`config.mk`:
```
export PLATFORM = sky130hd
export DESIGN_NAME = enc_input_conditioner
export DESIGN_NICKNAME = d
export VERILOG_FILES = /design/src/rtl/enc_input_conditioner.sv
export SDC_FILE = /design/constraint.sdc
export NUM_CORES = 1
export LEC_CHECK = 0
export CELL_PAD_IN_SITES_DETAIL_PLACEMENT = 2
export CELL_PAD_IN_SITES_GLOBAL_PLACEMENT = 2
export CORE_MARGIN = 10
export CORE_UTILIZATION = 32
export DETAILED_ROUTE_END_ITERATION = 8
export GPL_ROUTABILITY_DRIVEN = 0
export PLACE_DENSITY = 0.69
export SLEW_MARGIN = 20
export SYNTH_ARGS = -nofsm -noshare
export SYNTH_HDL_FRONTEND = slang
export SYNTH_SLANG_ARGS = --single-unit
export TNS_END_PERCENT = 20
```
`constraint.sdc`:
```
create_clock -name i_clk -period 2 [get_ports i_clk]
set_input_delay 0.4 -clock i_clk [delete_from_list [all_inputs] [get_ports i_clk]]
set_output_delay 0.4 -clock i_clk [all_outputs]
set_load 0.05 [all_outputs]
```
`src/rtl/enc_input_conditioner.sv`:
```
// enc_input_conditioner
//   Conditions raw encoder/pushbutton pads: 2-FF synchroniser per channel,
//   then a counter-based debounce FSM per channel. Produces a clean level
//   and one-cycle rise/fall strobes for the quadrature decoder (same clock).
//
//   Optional feature macro: ENC_COND_GLITCH_CNT_EN
//     When defined, each channel also gets an 8-bit saturating counter of
//     aborted debounce attempts (bounces), readable on o_glitch_cnt and
//     cleared synchronously by i_glitch_clr.
//
//   Debounce FSM states:
//     state     | meaning
//     ----------+------------------------------------------------------
//     ST_STABLE | synchronised input matches o_level, counter idle at 0
//     ST_COUNT  | input differs from o_level, counting stable cycles
//
//   Parameter constraints: NUM_CH >= 1, DEBOUNCE_CYCLES >= 2,
//   2**CNT_W > DEBOUNCE_CYCLES.

module enc_input_conditioner #(
  parameter int NUM_CH          = 3,
  parameter int DEBOUNCE_CYCLES = 240000,
  parameter int CNT_W           = 18
) (
  input  logic                i_clk,
  input  logic                i_rst_n,
  input  logic [NUM_CH-1:0]   i_raw,
`ifdef ENC_COND_GLITCH_CNT_EN
  input  logic                i_glitch_clr,
  output logic [8*NUM_CH-1:0] o_glitch_cnt,
`endif
  output logic [NUM_CH-1:0]   o_level,
  output logic [NUM_CH-1:0]   o_rise,
  output logic [NUM_CH-1:0]   o_fall
);

  localparam logic [0:0] ST_STABLE = 1'b0;
  localparam logic [0:0] ST_COUNT  = 1'b1;

  // Terminal count: the change is accepted when the counter reaches this value
  // while the input still differs from the current level.
  localparam logic [CNT_W-1:0] CNT_LAST = CNT_W'(DEBOUNCE_CYCLES - 1);

  logic [NUM_CH-1:0] sync_q1;
  logic [NUM_CH-1:0] sync_q2;

  // Two-stage synchroniser; resets to the pulled-up (idle) pad level.
  always_ff @(posedge i_clk or negedge i_rst_n) begin
    if (!i_rst_n) begin
      sync_q1 <= '1;
      sync_q2 <= '1;
    end else begin
      sync_q1 <= i_raw;
      sync_q2 <= sync_q1;
    end
  end

  for (genvar ch = 0; ch < NUM_CH; ch++) begin : g_ch
    logic [0:0]       state_q;
    logic [CNT_W-1:0] cnt_q;
    logic             level_q;
    logic             rise_q;
    logic             fall_q;
    logic             differs;
    logic             accept;
    logic             abort;

    assign differs = (sync_q2[ch] != level_q);
    assign accept  = (state_q == ST_COUNT) && differs && (cnt_q == CNT_LAST);
    assign abort   = (state_q == ST_COUNT) && !differs;

    // Debounce FSM: the level only follows the synchronised input after it has
    // differed for DEBOUNCE_CYCLES consecutive cycles; any return to the
    // current level throws the count away.
    always_ff @(posedge i_clk or negedge i_rst_n) begin
      if (!i_rst_n) begin
        state_q <= ST_STABLE;
        cnt_q   <= '0;
        level_q <= 1'b1;
        rise_q  <= 1'b0;
        fall_q  <= 1'b0;
      end else begin
        rise_q <= 1'b0;
        fall_q <= 1'b0;
        case (state_q)
          ST_STABLE: begin
            if (differs) begin
              state_q <= ST_COUNT;
              cnt_q   <= CNT_W'(1);
            end else begin
              cnt_q   <= '0;
            end
          end
          ST_COUNT: begin
            if (accept) begin
              level_q <= sync_q2[ch];
              rise_q  <= sync_q2[ch];
              fall_q  <= !sync_q2[ch];
              cnt_q   <= '0;
              state_q <= ST_STABLE;
            end else if (abort) begin
              cnt_q   <= '0;
              state_q <= ST_STABLE;
            end else begin
              cnt_q   <= cnt_q + CNT_W'(1);
            end
          end
          default: begin
            state_q <= ST_STABLE;
            cnt_q   <= '0;
          end
        endcase
      end
    end

    assign o_level[ch] = level_q;
    assign o_rise[ch]  = rise_q;
    assign o_fall[ch]  = fall_q;

`ifdef ENC_COND_GLITCH_CNT_EN
    logic [7:0] glitch_q;

    // Saturating bounce counter; a clear in the same cycle as a bounce wins.
    always_ff @(posedge i_clk or negedge i_rst_n) begin
      if (!i_rst_n) begin
        glitch_q <= '0;
      end else if (i_glitch_clr) begin
        glitch_q <= '0;
      end else if (abort && (glitch_q != 8'hFF)) begin
        glitch_q <= glitch_q + 8'd1;
      end
    end

    assign o_glitch_cnt[8*ch +: 8] = glitch_q;
`endif
  end

endmodule

```
# Word level (Yosys, flattened, before mapping)
# Index checks and enable logic that the tools add are counted.
# totals
ff_bits,72
input_bits,5
out_inout_bits,9
wordCells,83
# classes
addsub,3
eq_ne,6
mux,36
bitwise,3
n_reduce_logical,18
# op_table
op,count
18-bit 2-to-1 mux,6
18-bit one-hot mux with 2 select lines,3
18-bit by 1-bit adder with 18-bit output (second input constant),3
18-bit == test (second input constant),3
1-bit 2-to-1 mux,24
1-bit logical AND,9
1-bit zero test,6
1-bit one-hot mux with 2 select lines,3
2-bit AND reduction,3
1-bit inequality test,3
1-bit NOT,3

# Logic depth before layout (Yosys ltp)
# Gate-level depths: netlist (run 1).
# depth
ltp_word,6
depth_mapped,6
depth_no_buf,5

# Worst setup path after synthesis (run 1)
# OpenSTA, ideal clock, no wires.
# synth_timing
path_type,reg-to-reg
startpoint,register g_ch[1].cnt_q[9]
endpoint,register g_ch[1].level_q
t_arrival_ns,1.944
required_time_ns,1.918
slack_ns,-0.026
stages_incl_launch_ff,5
synth_period_minus_slack_ns,2.026
path_cell_list,dfrtp_1 > or4b_1 > or3_4 > or3_4 > mux2_4
# synth_via
elab_chain_cells,3
# synth_rtl
element,line_no,text
start: declaration,60,logic [CNT_W-1:0] cnt_q;
start signal: assignment,105,cnt_q <= cnt_q + CNT_W'(1);
18-bit == test,69,assign accept = (state_q == ST_COUNT) && differs && (cnt_q == CNT_LAST);
1-bit logical AND,69,
2-bit AND reduction (no source line),n/a,
end signal: assignment,96,level_q <= sync_q2[ch];
end: declaration,61,logic level_q;
# No other way between the ends.
# A chain may end at the register's enable or synchronous reset.

# Final worst setup path (run 1)
# layout_timing
startpoint,register g_ch[1].cnt_q[14]
endpoint,register g_ch[1].level_q
# Same word-level chain as after synthesis.

==> results of run 1 <==
==> kinds of logic (layout without fill, tap and decap cells) <==
family                   Yosys count  after routing  share of synthesized area, %
AO/OA/AOI/OAI                     15             15                          2.80
multiplexers                       4              4                          1.40
flip-flops                        72             72                          53.4
adder cells (fa/ha/maj)            3              3                          1.11
XOR/XNOR                          48             48                          12.4
AND/OR/NAND/NOR                  163            163                          25.0
buffers and inverters             26             72                          3.94
==> worst max-delay path, stage by stage (launching register included) <==
cell and delay (ns):
dfrtp_1 0.40, or4b_4 0.54, or3_4 0.34, or3_4 0.34
mux2_4 0.30
==> routing by layer <==
metal / share of wire (%) / vias up / global-route usage (%)
met2: 50 / 29 / 21.3
met1: 45 / 1322 / 14.9
li1: - / 1237 / -
met4: 1.4 / 0 / 4.15
met5: 0 / - / 0
met3: 3.7 / 13 / 4.06
==> sequential cells by signal, summed over array words and instances (netlist names) <==
| signal | flops |
|---|---|
| g_ch.cnt_q | 54 |
| g_ch.fall_q | 3 |
| g_ch.level_q | 3 |
| g_ch.rise_q | 3 |
| g_ch.state_q | 3 |
| sync_q1 | 3 |
| sync_q2 | 3 |
==> worst max path at each step <==
stage	startpoint	slack [ns]	depth (start not counted)	end
6_report	g_ch[1].cnt_q[14]$_DFF_PN0_	0.004	4	g_ch[1].level_q$_DFFE_PN1P_
5_1_grt	g_ch[1].cnt_q[14]$_DFF_PN0_	-0.03	4	g_ch[1].level_q$_DFFE_PN1P_
4_1_cts	g_ch[1].cnt_q[14]$_DFF_PN0_	0.004	4	g_ch[1].level_q$_DFFE_PN1P_
3_5_place_dp	g_ch[1].cnt_q[0]$_DFF_PN0_	0.04	5	g_ch[1].level_q$_DFFE_PN1P_
3_3_place_gp	g_ch[1].cnt_q[14]$_DFF_PN0_	0.07	4	g_ch[1].level_q$_DFFE_PN1P_
2_1_floorplan	g_ch[1].cnt_q[0]$_DFF_PN0_	0.02	5	g_ch[1].level_q$_DFFE_PN1P_
==> repair_timing <==
item,4_1_cts,5_1_grt
endpoints found under the setup margin,1,24
hold endpoints to repair,0,0
gates resized for setup,0,4
setup buffers,1,0
pin swaps,0,0
==> power breakdown <==
part	switching, mW	leakage, nW	internal, mW
Clock	0.545	0.0936	0.610
Sequential	0.0296	0.962	1.49
Combinational	0.111	0.483	0.0658
==> cells in the final DEF (no fill, tap or decap), types with 3 or more instances in the layout <==
cell             instances
clkbuf_1                 3
nand4_1                 21
nor2_1                  56
clkdlybuf4s50_1          9
nand3_1                 15
nand2_1                 15
inv_1                   13
o21ai_0                  4
nor3_1                  12
a21oi_1                  3
nor4_1                  20
dfstp_2                  9
xnor2_1                 37
clkbuf_8                10
and4_1                   3
xor2_1                  11
buf_4                   32
and2_1                   6
dfrtp_1                 63
o22ai_1                  3
==> stage by stage <==
stage          power [mW]  setup TNS [ns]
2_1_floorplan        1.62               0
3_3_place_gp         1.72               0
3_5_place_dp         1.73               0
4_1_cts              2.92               0
5_1_grt              3.01          -0.159
6_report             2.85               0
==> layout make-up <==
class	instances	area share, %
Clock buffer	13	3.67
Clock inverter	3	1.05
Inverter	13	1.20
Multi-Input combinational cell	233	36.2
Sequential cell	72	44.7
Tap cell	136	4.20
Timing Repair Buffer	43	8.92
==> reports/qor.yml, run 1 <==
pwr:
  irDropWorstVdd_uv: 383
  p_leak_nw: 1.54
  p_per_area_nw_per_um2: 704
routing:
  viasPerCell: 5.07
  dr.pass1.iters: 4
  drc_errors: 0
  drt_iter0_drc: 122
  wl_per_cell_um: 16.8
  routed_wl_um: 8600
  routed-via-count: 2601
  ant_nets: 0
sta:
  tightest_slew_ns: 0.502
  layout_min_cycle_time_ns: 2.00
  finalMaxSlewViolations: 0
  slew-limit-headroom_pct: 66.4
  fmax_ghz: 0.501
  skew_ns: 0.00709
  fin_crit_sh_pct: 99.8
  fin_hold_ws_ns: -0.000389
  setup_viol: 0
  setup_slack_ns: 0.00442
  hold_viol: 2
  rsz0062_at_grt: "true"
synth:
  avgSynthCellArea_sq_um: 10.3
  synth_seq_cells: 72
  syn_inst: 331
  synth-seq-area-share_pct: 53.4
  netlist.area_leader.share_pct: 46.4
  synth_ff_type: "dfrtp_1"
  syn_nets: 339
  synth_area_sq_um: 3400
  post_synth_main_area_contributors: "dfrtp_1 (46%), xnor2_1 (9.5%), dfstp_2 (7.0%)"
  synth_most_common_cell: "dfrtp_1"
  synth.yosys.warnings: 0
  synth_common_cells: "dfrtp_1 (63), nor2_1 (56), xnor2_1 (37)"
  ys_async_sr_fraction_pct: 100
  synth-edff-count: 0
  synth_cell_types: 38
  synth_top_cell_by_area: "dfrtp_1"
flow_run:
  drv_cap: 0
worst_setup_path:
  cp.required_ns: 2.29
  cp-start-kind: "flip-flop"
  cp.arrival_ns: 2.29
  r2r_start: "g_ch[1].cnt_q[14]$_DFF_PN0_"
  regToRegSetupSlack_ns: 0.004
  worstSetupPathType: "flip-flop to flip-flop"
  r2r_end: "g_ch[1].level_q$_DFFE_PN1P_"
  rr_worst_depth: 4
  setup.worst_path.end_class: "flip-flop"
  worstPathMaxFanout: 2
worst_hold_path:
  hold_path_class: "input pin to asynchronous set/reset pin"
finish:
  synthToLayoutAreaGrowth_pct: 19.3
  seqCellArea_sq_um: 1810
  drive_above_1_share_pct: 18.0
  fillerInstances: 1144
  fin_util_pct: 39.3
  antennaDiodeCount: 0
  multi_input_area_sq_um: 1470
  design_area_sq_um: 4050
  stdcell_count: 513
  final_nets: 380
placement:
  dp.cells: 496
  pre_cts_slack_ns: 0.0380
  dpl_cell_area_sq_um: 3840
  dp_hpwl_um: 6260
  io_buffers: 13
clocking:
  cts_tree: "yes"
  cts_buffers: 9
  cts.sinks: 72
  root_buffer: "clkbuf_8"
  clockBufferDepth: 2
  clk_pin_slew_ns: 0.08
  postCtsHoldBufs: 0
  clk_latency_ns: 0.36
  htreeDepth: 3
grt:
  overflow: 0
  grt_pass1_vias: 2824
  grt_pass1_wl_um: 14900
  grt_usage_pct: 12.6
  grt_max_degree: 36
  antenna_found_initial: 0
floorplanning:
  row_count: 37
  start_util_pct: 32.9
  fp.dieW_um: 123
  core_sq_um: 10300
  dieArea_sq_um: 15100
  die_y_um: 123
  io_pins: 14
outcome:
  status: "complete, but fails checks"
  violations: "negative hold slack"
Power figures use the tool's default switching activity.
==> run 2, diff against run 1 <==
--- a/config.mk
+++ b/config.mk
@@ -7,6 +7,7 @@
 export LEC_CHECK = 0
 export CELL_PAD_IN_SITES_DETAIL_PLACEMENT = 2
 export CELL_PAD_IN_SITES_GLOBAL_PLACEMENT = 2
+export CORE_ASPECT_RATIO = 0.8
 export CORE_MARGIN = 10
 export CORE_UTILIZATION = 32
 export DETAILED_ROUTE_END_ITERATION = 8
==> reports/qor.yml, run 2 (synthesis results as in run 1) <==
outcome:
  status: "complete, but fails checks"
  violations: "negative setup slack"
finish:
  stdcell_count: 516
  synthToLayoutAreaGrowth_pct: 22.1
  regMostFlops: "g_ch.cnt_q"
  fin_util_pct: 40.2
  largest_reg_flops: 54
  final_cell_mix: "dfrtp_1 (63), nor2_1 (56), xnor2_1 (37)"
  final_nets: 379
  antennaDiodeCount: 0
  final_common_cell: "dfrtp_1"
  design_area_sq_um: 4150
  drive_above_1_share_pct: 17.8
routing:
  drc_errors: 0
  dr.pass1.iters: 4
  wl_per_cell_um: 17.4
  viasPerCell: 5.07
  ant_nets: 0
  routed-via-count: 2617
  routed_wl_um: 8970
  drt_iter0_drc: 139
sta:
  fmax_ghz: 0.497
  setup_viol: 1
  setup_slack_ns: -0.0121
  layout_min_cycle_time_ns: 2.01
  rsz0062_at_grt: "true"
  fin_hold_ws_ns: 0.0120
  hold_viol: 0
  tightest_slew_ns: 0.501
  fin_crit_sh_pct: 101
  skew_ns: 0.00610
  slew-limit-headroom_pct: 66.5
  finalMaxSlewViolations: 0
pwr:
  p_leak_nw: 1.58
  pwr-share-seq_pct: 45.8
  irDropWorstVdd_uv: 336
  swShare_pct: 23.2
  power_frac_clock_pct: 49.0
  p_comb_share_pct: 5.1
  p_int_mw: 2.55
  p_per_area_nw_per_um2: 802
  switchingPower_uw: 771
grt:
  grt_usage_pct: 12.8
  grt_max_degree: 42
  overflow: 0
  grt_pass1_wl_um: 15500
  grt_pass1_vias: 2915
  antenna_found_initial: 0
floorplanning:
  io_pins: 14
  row_count: 33
  start_util_pct: 32.9
  dieArea_sq_um: 15200
  die_y_um: 112
  fp.dieW_um: 135
  core_sq_um: 10300
worst_setup_path:
  cp_num_buf_inv: 0
  setup.worst_path.end_class: "flip-flop"
  worstSetupPathType: "flip-flop to flip-flop"
  regToRegSetupSlack_ns: -0.01
  cp-start-kind: "flip-flop"
  cp.required_ns: 2.26
  path_cells: "or4b_1 -> or3_4 -> or3_4 -> mux2_4"
  critical_path.max_stage_delay_ns: 0.51
  r2r_start: "g_ch[1].cnt_q[9]$_DFF_PN0_"
  r2r_end: "g_ch[1].level_q$_DFFE_PN1P_"
  cp.arrival_ns: 2.27
  worstPathMaxFanout: 3
  path_common_cell: "or3_4"
  rr_worst_depth: 4
  cp_slowest_cell: "or4b_1"
  cpLargestDelayFamily: "simple AND/OR/NAND/NOR gates"
placement:
  io_buffers: 13
  dpl_cell_area_sq_um: 3830
  dp_hpwl_um: 6260
  pre_cts_slack_ns: -0.00539
  dp.cells: 499
clocking:
  clockBufferDepth: 2
  clk_pin_slew_ns: 0.06
  cts_buffers: 9
  postCtsHoldBufs: 0
  cts.sinks: 72
  root_buffer: "clkbuf_16"
  htreeDepth: 3
  clk_latency_ns: 0.33
  cts_tree: "yes"
flow_run:
  drv_cap: 0
worst_hold_path:
  hold_path_class: "input pin to asynchronous set/reset pin"
## run 2: worst reg2reg max path, cell delays in order, from the launching register on
cell,delay (ns)
dfrtp_1,0.39
or4b_1,0.51
or3_4,0.36
or3_4,0.36
mux2_4,0.32
## run 2: worst max path at each step
stage	startpoint	end	slack, ns	cells after the start
3_3_place_gp	g_ch[1].cnt_q[14]$_DFF_PN0_	g_ch[1].level_q$_DFFE_PN1P_	0.04	4
2_1_floorplan	g_ch[1].cnt_q[0]$_DFF_PN0_	g_ch[1].level_q$_DFFE_PN1P_	0.02	5
4_1_cts	g_ch[1].cnt_q[9]$_DFF_PN0_	g_ch[1].level_q$_DFFE_PN1P_	-0.01	4
5_1_grt	g_ch[1].cnt_q[9]$_DFF_PN0_	g_ch[1].level_q$_DFFE_PN1P_	-0.05	4
6_report	g_ch[1].cnt_q[9]$_DFF_PN0_	g_ch[1].level_q$_DFFE_PN1P_	-0.01	4
3_5_place_dp	g_ch[1].cnt_q[9]$_DFF_PN0_	g_ch[1].level_q$_DFFE_PN1P_	-0.005	4
## run 2: layout make-up
| class | instances | area (sq um) |
|---|---|---|
| Clock inverter | 5 | 56.3 |
| Inverter | 13 | 48.8 |
| Fill cell | 1105 | 6180 |
| Clock buffer | 11 | 243 |
| Multi-Input combinational cell | 233 | 1460 |
| Timing Repair Buffer | 42 | 350 |
| Tap cell | 140 | 175 |
| Sequential cell | 72 | 1810 |
## run 2: repair_timing
action / in CTS / in global routing
endpoints found under the hold margin: 0 / 0
resized for setup: 0 / 1
gates cloned: 0 / 0
setup endpoints to repair: 1 / 2
setup buffers: 1 / 0
pin swaps: 0 / 0
## run 2: metal layers
layer	global-route usage [%]	up-vias	routed length [um]
met5	0	-	0
met4	4.23	0	127
met3	3.70	13	305
met2	20.3	25	4270
met1	16.3	1347	4260
li1	-	1232	-
## run 2: stage by stage
| step | power [mW] | setup TNS (ns) |
|---|---|---|
| after detailed placement | 1.72 | -0.00539 |
| after CTS | 3.38 | -0.0115 |
| final | 3.32 | -0.0121 |
| after global placement | 1.71 | 0 |
| after floorplan | 1.62 | 0 |
| after global routing | 3.47 | -0.0475 |
## run 2: power groups by stage
stage / sequential [mW] / clock [mW] / combinational [mW]
6_report: 1.52 / 1.63 / 0.171
5_1_grt: 1.53 / 1.75 / 0.197
4_1_cts: 1.52 / 1.68 / 0.177
3_5_place_dp: 1.55 / 0 / 0.175
3_3_place_gp: 1.55 / 0 / 0.167
2_1_floorplan: 1.54 / 0 / 0.0748
